--- config.mk ---
export PLATFORM = sky130hd
export DESIGN_NAME = alu_issue_unit
export DESIGN_NICKNAME = d
export VERILOG_FILES = /design/src/rtl/alu_issue_unit.sv
export SDC_FILE = /design/constraint.sdc
export NUM_CORES = 1
export LEC_CHECK = 0
export BUFFER_PORTS_ARGS = -buffer_cell sky130_fd_sc_hd__buf_4
export CAP_MARGIN = 5
export CORE_MARGIN = 2
export CORE_UTILIZATION = 42
export CTS_BUF_LIST = sky130_fd_sc_hd__clkbuf_8
export DETAILED_ROUTE_END_ITERATION = 8
export GPL_TIMING_DRIVEN = 0
export MAX_ROUTING_LAYER = met4
export PLACE_DENSITY_LB_ADDON = 0.15
export SYNTH_ARGS = -nofsm -noshare
export SYNTH_HDL_FRONTEND = slang
export SYNTH_SLANG_ARGS = --single-unit
--- constraint.sdc ---
create_clock -name clk -period 40.2 [get_ports clk]
set_input_delay 2.01 -clock clk [delete_from_list [all_inputs] [get_ports clk]]
set_output_delay 2.01 -clock clk [all_outputs]
set_load 0.01 [all_outputs]
--- src/rtl/alu_issue_unit.sv ---
// Execute-stage front end for a registered 64-bit ALU: registers operands onto the ALU,
// tracks its one-cycle latency and buffers tagged results in an in-order, credit-guarded FIFO.
module alu_issue_unit #(
  parameter int DEPTH = 4,
  parameter int TAGW  = 5
) (
  input  logic            clk,
  input  logic            rst,
  input  logic            flush,
  input  logic            in_valid,
  output logic            in_ready,
  input  logic [2:0]      in_op,
  input  logic [63:0]     in_a,
  input  logic [63:0]     in_b,
  input  logic [5:0]      in_shamt,
  input  logic [TAGW-1:0] in_tag,
  output logic [63:0]     alu_a,
  output logic [63:0]     alu_b,
  output logic [5:0]      alu_shiftamt,
  output logic [2:0]      alu_sel,
  input  logic [63:0]     alu_result,
  output logic            out_valid,
  input  logic            out_ready,
  output logic [63:0]     out_result,
  output logic [TAGW-1:0] out_tag
);
  localparam int PW = (DEPTH > 1) ? $clog2(DEPTH) : 1;
  localparam int CW = PW + 2;

  logic [63:0]     alu_a_q, alu_b_q;
  logic [5:0]      alu_sh_q;
  logic [2:0]      alu_sel_q;
  logic            s1_v_q, s2_v_q;
  logic [TAGW-1:0] s1_tag_q, s2_tag_q;
  logic [63:0]     res_q [DEPTH];
  logic [TAGW-1:0] tag_q [DEPTH];
  logic [PW-1:0]   wr_ptr_q, rd_ptr_q, wr_ptr_d, rd_ptr_d;
  logic [CW-1:0]   count_q, count_d;

  logic          pop_s, push_s, accept_s;
  logic [CW-1:0] in_flight_s, limit_s;

  assign out_valid    = (count_q != '0);
  assign out_result   = res_q[rd_ptr_q];
  assign out_tag      = tag_q[rd_ptr_q];
  assign alu_a        = alu_a_q;
  assign alu_b        = alu_b_q;
  assign alu_shiftamt = alu_sh_q;
  assign alu_sel      = alu_sel_q;

  // Credit: everything already buffered or still inside the ALU must fit, counting this cycle's pop.
  assign pop_s       = out_valid && out_ready && !flush;
  assign push_s      = s2_v_q && !flush;
  assign in_flight_s = count_q + CW'(s1_v_q) + CW'(s2_v_q);
  assign limit_s     = CW'(DEPTH) + CW'(pop_s);
  assign in_ready    = !rst && !flush && (in_flight_s < limit_s);
  assign accept_s    = in_valid && in_ready;

  always_comb begin
    count_d  = count_q;
    wr_ptr_d = wr_ptr_q;
    rd_ptr_d = rd_ptr_q;
    if (flush) begin
      count_d  = '0;
      wr_ptr_d = '0;
      rd_ptr_d = '0;
    end else begin
      count_d  = count_q + CW'(push_s) - CW'(pop_s);
      wr_ptr_d = wr_ptr_q + PW'(push_s);
      rd_ptr_d = rd_ptr_q + PW'(pop_s);
    end
  end

  always_ff @(posedge clk or posedge rst) begin
    if (rst) begin
      alu_a_q   <= 64'd0;
      alu_b_q   <= 64'd0;
      alu_sh_q  <= 6'd0;
      alu_sel_q <= 3'd0;
      s1_v_q    <= 1'b0;
      s2_v_q    <= 1'b0;
      s1_tag_q  <= '0;
      s2_tag_q  <= '0;
      wr_ptr_q  <= '0;
      rd_ptr_q  <= '0;
      count_q   <= '0;
      for (int i = 0; i < DEPTH; i++) begin
        res_q[i] <= 64'd0;
        tag_q[i] <= '0;
      end
    end else begin
      if (accept_s) begin
        alu_a_q   <= in_a;
        alu_b_q   <= in_b;
        alu_sh_q  <= in_shamt;
        alu_sel_q <= in_op;
        s1_tag_q  <= in_tag;
      end
      // s2 marks the cycle in which alu_result belongs to the op that was in s1.
      s1_v_q   <= accept_s;
      s2_v_q   <= s1_v_q && !flush;
      s2_tag_q <= s1_tag_q;
      if (push_s) begin
        res_q[wr_ptr_q] <= alu_result;
        tag_q[wr_ptr_q] <= s2_tag_q;
      end
      wr_ptr_q <= wr_ptr_d;
      rd_ptr_q <= rd_ptr_d;
      count_q  <= count_d;
    end
  end
endmodule
==> results.txt <==
The proportion of synthesized flip-flops having asynchronous set or reset came out at between 90% and 100%. The total iterations of the first detailed-routing run came out at 4. Among all flip-flop cells after synthesis, the most frequent one is dfrtp_1.

At the placement stage, the worst setup path has a slack of roughly 35 ns. The cell seen most often among critical-path stages is buf_4. The proportion of netlist area held by the largest area contributor came out at slightly above 60%.

Along the worst path, the maximum fanout reaches 4. The worst setup slack after layout is ~35 ns. The largest single stage delay on the critical path is ~0.22 ns. The layout-stage area growth over the synthesis result is 30.2%. The clock-pin transition on the worst setup and hold timing paths is 0.07 ns. The overall via count from detail_route is about 11000. The synthesized flop and latch total is 433. The tool flagged a number of max-cap violations equal to 0. The static leakage power is ~11 nW. Clock skew on the completed layout was measured at around 0.023 ns. The peak supply drop came out at around 41 µV. The post-cts gate resize count is 0. The total routing resource utilization after global routing is roughly a fifth. The average wire per cell in the routed design came out at roughly 21 µm.

The largest net degree at the start of global routing is roughly 120. Derived from the worst setup path, the maximum achievable clock frequency is slightly above 200 MHz. The maximum count of clock buffers along a single path is 3. The number of enable-type register cells in the synthesized netlist is 0. After clock tree synthesis, the flow added hold-fix buffers numbering 0.

The count of buffers from port buffering is 418. In this run, distinct cell masters in the synthesized netlist total 29. The detailed router finished its first iteration with about 360 violations. Measured along the x axis, the die boundary spans around 210 µm. The wire length of the first global-routing pass came out at 69200 µm. The final count of pins violating max slew came out at 0. The final hold violation count is 0.

STA classifies the critical path startpoint as an input port. Yosys instantiated no cell more often than dfrtp_1. The run finished with clean final reports. The overall power consumption is about 1.5 mW. The wire-length estimate of the detail-placed layout is between 30000 and 40000 µm. The tree is rooted in a clkbuf_8. The setup TNS is 0 ns. The number of fillers in the final layout came out at about 3500.

The arrival time at the worst endpoint is 2.85 ns. Dividing total power by cell area gives a power density of approximately 63 mW/mm². In the routed layout, each cell is associated on average with a via count of between 5 and 6. In this run the post-CTS setup repair buffer count came out at 0. The synthesized netlist net count is about 1300. The classification of the worst-slack hold path is register to register.

Counting instances in the post-synthesis netlist gives the leading cell types as dfrtp_1 (433), mux2_2 (339), mux2_1 (79). For the finished layout, the period the worst path requires is a little under 5 ns. The post-route netlist has approximately 63% of its cells at a drive strength greater than 1. Setup repair after global routing left no endpoint under its margin. In this run the number of H-tree levels came out at 3. The count of final setup violators is 0. Registers take ~0.011 mm². The total number of nets in the final design came out at ~1800.

The number of routed nets with antenna violations came out at 0. The kind of critical path is input port to output port. The floorplan has 75 rows.

The effective utilization at floorplan came out at between 40 and 50%. The total CTS buffers is 75. The total standard cell area after synthesis came out at roughly 0.018 mm².

The number of global-route vias before repair is ~12000. The total I/O pin count came out at between 400 and 500. The slowest stage of the critical path belongs to the cell o21ai_1.

The final wirelength came out at between 40000 and 50000 µm. The clock net in this run drives a total of between 400 and 500 sinks. The core region is between 0.04 and 0.05 mm². After synthesis, the cell types taking the most area are dfrtp_1 (61%), mux2_2 (21%), mux4_2 (8.7%), mux2_1 (5.0%), buf_2 (1.1%). TritonCTS built the clock tree. The post-synthesis area per instance is 17.3 µm². Summed over all instances, the cell type with the most area after synthesis is dfrtp_1. The sequential-to-total area share from yosys stat came out at around three fifths. The ratio of final minimum period to clock period came out at 12.1%.

At the later pin of the worst-skew pair, clock insertion delay measures 0.64 ns. The number of antenna violations at the first check in global routing is 3. The area enclosed by the die boundary came out at 0.0442 mm². The height of the die is between 200 and 250 µm. The endpoint required time on the critical path is 38.19 ns. The final weighted congestion of routability-driven global placement is around 0.78.

STA classifies the critical path endpoint as an output port. The total area of multi-input combinational cells came out at between 0.006 and 0.007 mm². The overall overflow remaining after global route is 0. The count of synthesis-stage warnings from yosys came out at 0. The number of remaining DRC errors is 0.

The synthesized instance count is around 1000. Traced cell by cell, the critical path runs through buf_4 -> nand4bb_1 -> o21ai_1 -> and3_1 -> buf_4. The slew at the pin closest to its max-slew limit came out at approximately 0.86 ns.

In this run the tightest slew margin relative to its limit is 42.5%.
==> cell usage in the layout (no fill, tap or decap), types with 2 or more instances in the layout <==
cell        synthesis  routed
buf_6               8       8
clkbuf_1            2       2
clkinvlp_4          0       3
nor2b_1             5       5
inv_1              12      29
dfrtp_1           433     433
clkbuf_8            0      95
fa_1                2       2
nor3b_1             2       2
mux4_2             69      69
mux2_2            339     339
clkinv_2            0      14
nor2_1              7       7
buf_2              41      41
buf_1               6       6
diode_2             0       3
buf_4               4     422
inv_6               0       2
mux2_1             79      79
ha_1                9       9
buf_16              0       3
xnor2_1             5       5
==> cell type report <==
type	instances	area share (%)
Clock inverter	37	0.764
Multi-Input combinational cell	529	28.5
Sequential cell	433	46.6
Antenna cell	3	0.0323
Clock buffer	95	5.62
Inverter	13	0.242
Buffer	61	1.53
Timing Repair Buffer	421	13.8
Tap cell	539	2.90
==> metal layers <==
| layer | track usage [%] | vias to the layer above | part of all wire [%] |
|---|---|---|---|
| met5 | - | - | 0 |
| met4 | 6.24 | 0 | 2.1 |
| met3 | 6.51 | 72 | 6.6 |
| met2 | 35.5 | 311 | 51 |
| met1 | 25.0 | 5578 | 41 |
| li1 | - | 4795 | - |
==> metrics by stage <==
| step | hold WS [ns] | cell area, µm² | cells | utilization, % |
|---|---|---|---|---|
| floorplan | 0.349 | 17900 | 1036 | - |
| global placement | 0.357 | 21700 | 1993 | 51.7 |
| CTS | 0.368 | 23300 | 2128 | 55.5 |
| finish | 0.362 | 23300 | 2131 | 55.5 |
| detailed placement | 0.361 | 21800 | 1996 | 51.9 |
| global route | 0.375 | 23300 | 2131 | 55.5 |
==> power breakdown <==
part	total, mW	internal [mW]	switching, mW
Combinational	0.461	0.264	0.196
Clock	0.395	0.213	0.182
Sequential	0.607	0.547	0.0599
==> worst max-delay path, delay by kind of cell <==
kind                   cells  cell delay (ns)
AND/OR/NAND/NOR            2             0.37
AO/OA/AOI/OAI              1             0.22
buffers and inverters      2             0.26
==> cells by family after synthesis <==
logic type / after synthesis / synth area share [%]
AO/OA/AOI/OAI: 3 / 0.0980
XOR/XNOR: 6 / 0.294
adder cells (fa/ha/maj): 11 / 0.854
buffers and inverters: 74 / 2.26
flip-flops: 433 / 60.6
multiplexers: 487 / 35.0
AND/OR/NAND/NOR: 22 / 0.833
==> worst paths after layout <==
kind / start / endpoint / cells after the start / slack (ns)
hold reg to reg: s1_tag_q[0] / s2_tag_q[0] / 0 / 0.36
min in group asynchronous: rst / alu_a[36] / 2 / 1.57
hold / removal: s1_tag_q[0] / s2_tag_q[0] / 0 / 0.36
setup / recovery: flush / in_ready / 5 / 35.34
setup reg to reg: s1_v_q / alu_b[10] / 10 / 37.52
max in group asynchronous: rst / res_q[237] / 4 / 37.18
==> flip-flops by register name, indices dropped and copies added, names as in the netlist <==
name and cells:
s1_tag_q 5, wr_ptr_q 2, alu_sel 3, alu_shiftamt 6, alu_a 64, count_q 4
s2_tag_q 5, rd_ptr_q 2, res_q 256, tag_q 20, alu_b 64, s1_v_q 1
s2_v_q 1
Power figures use the tool's default switching activity.
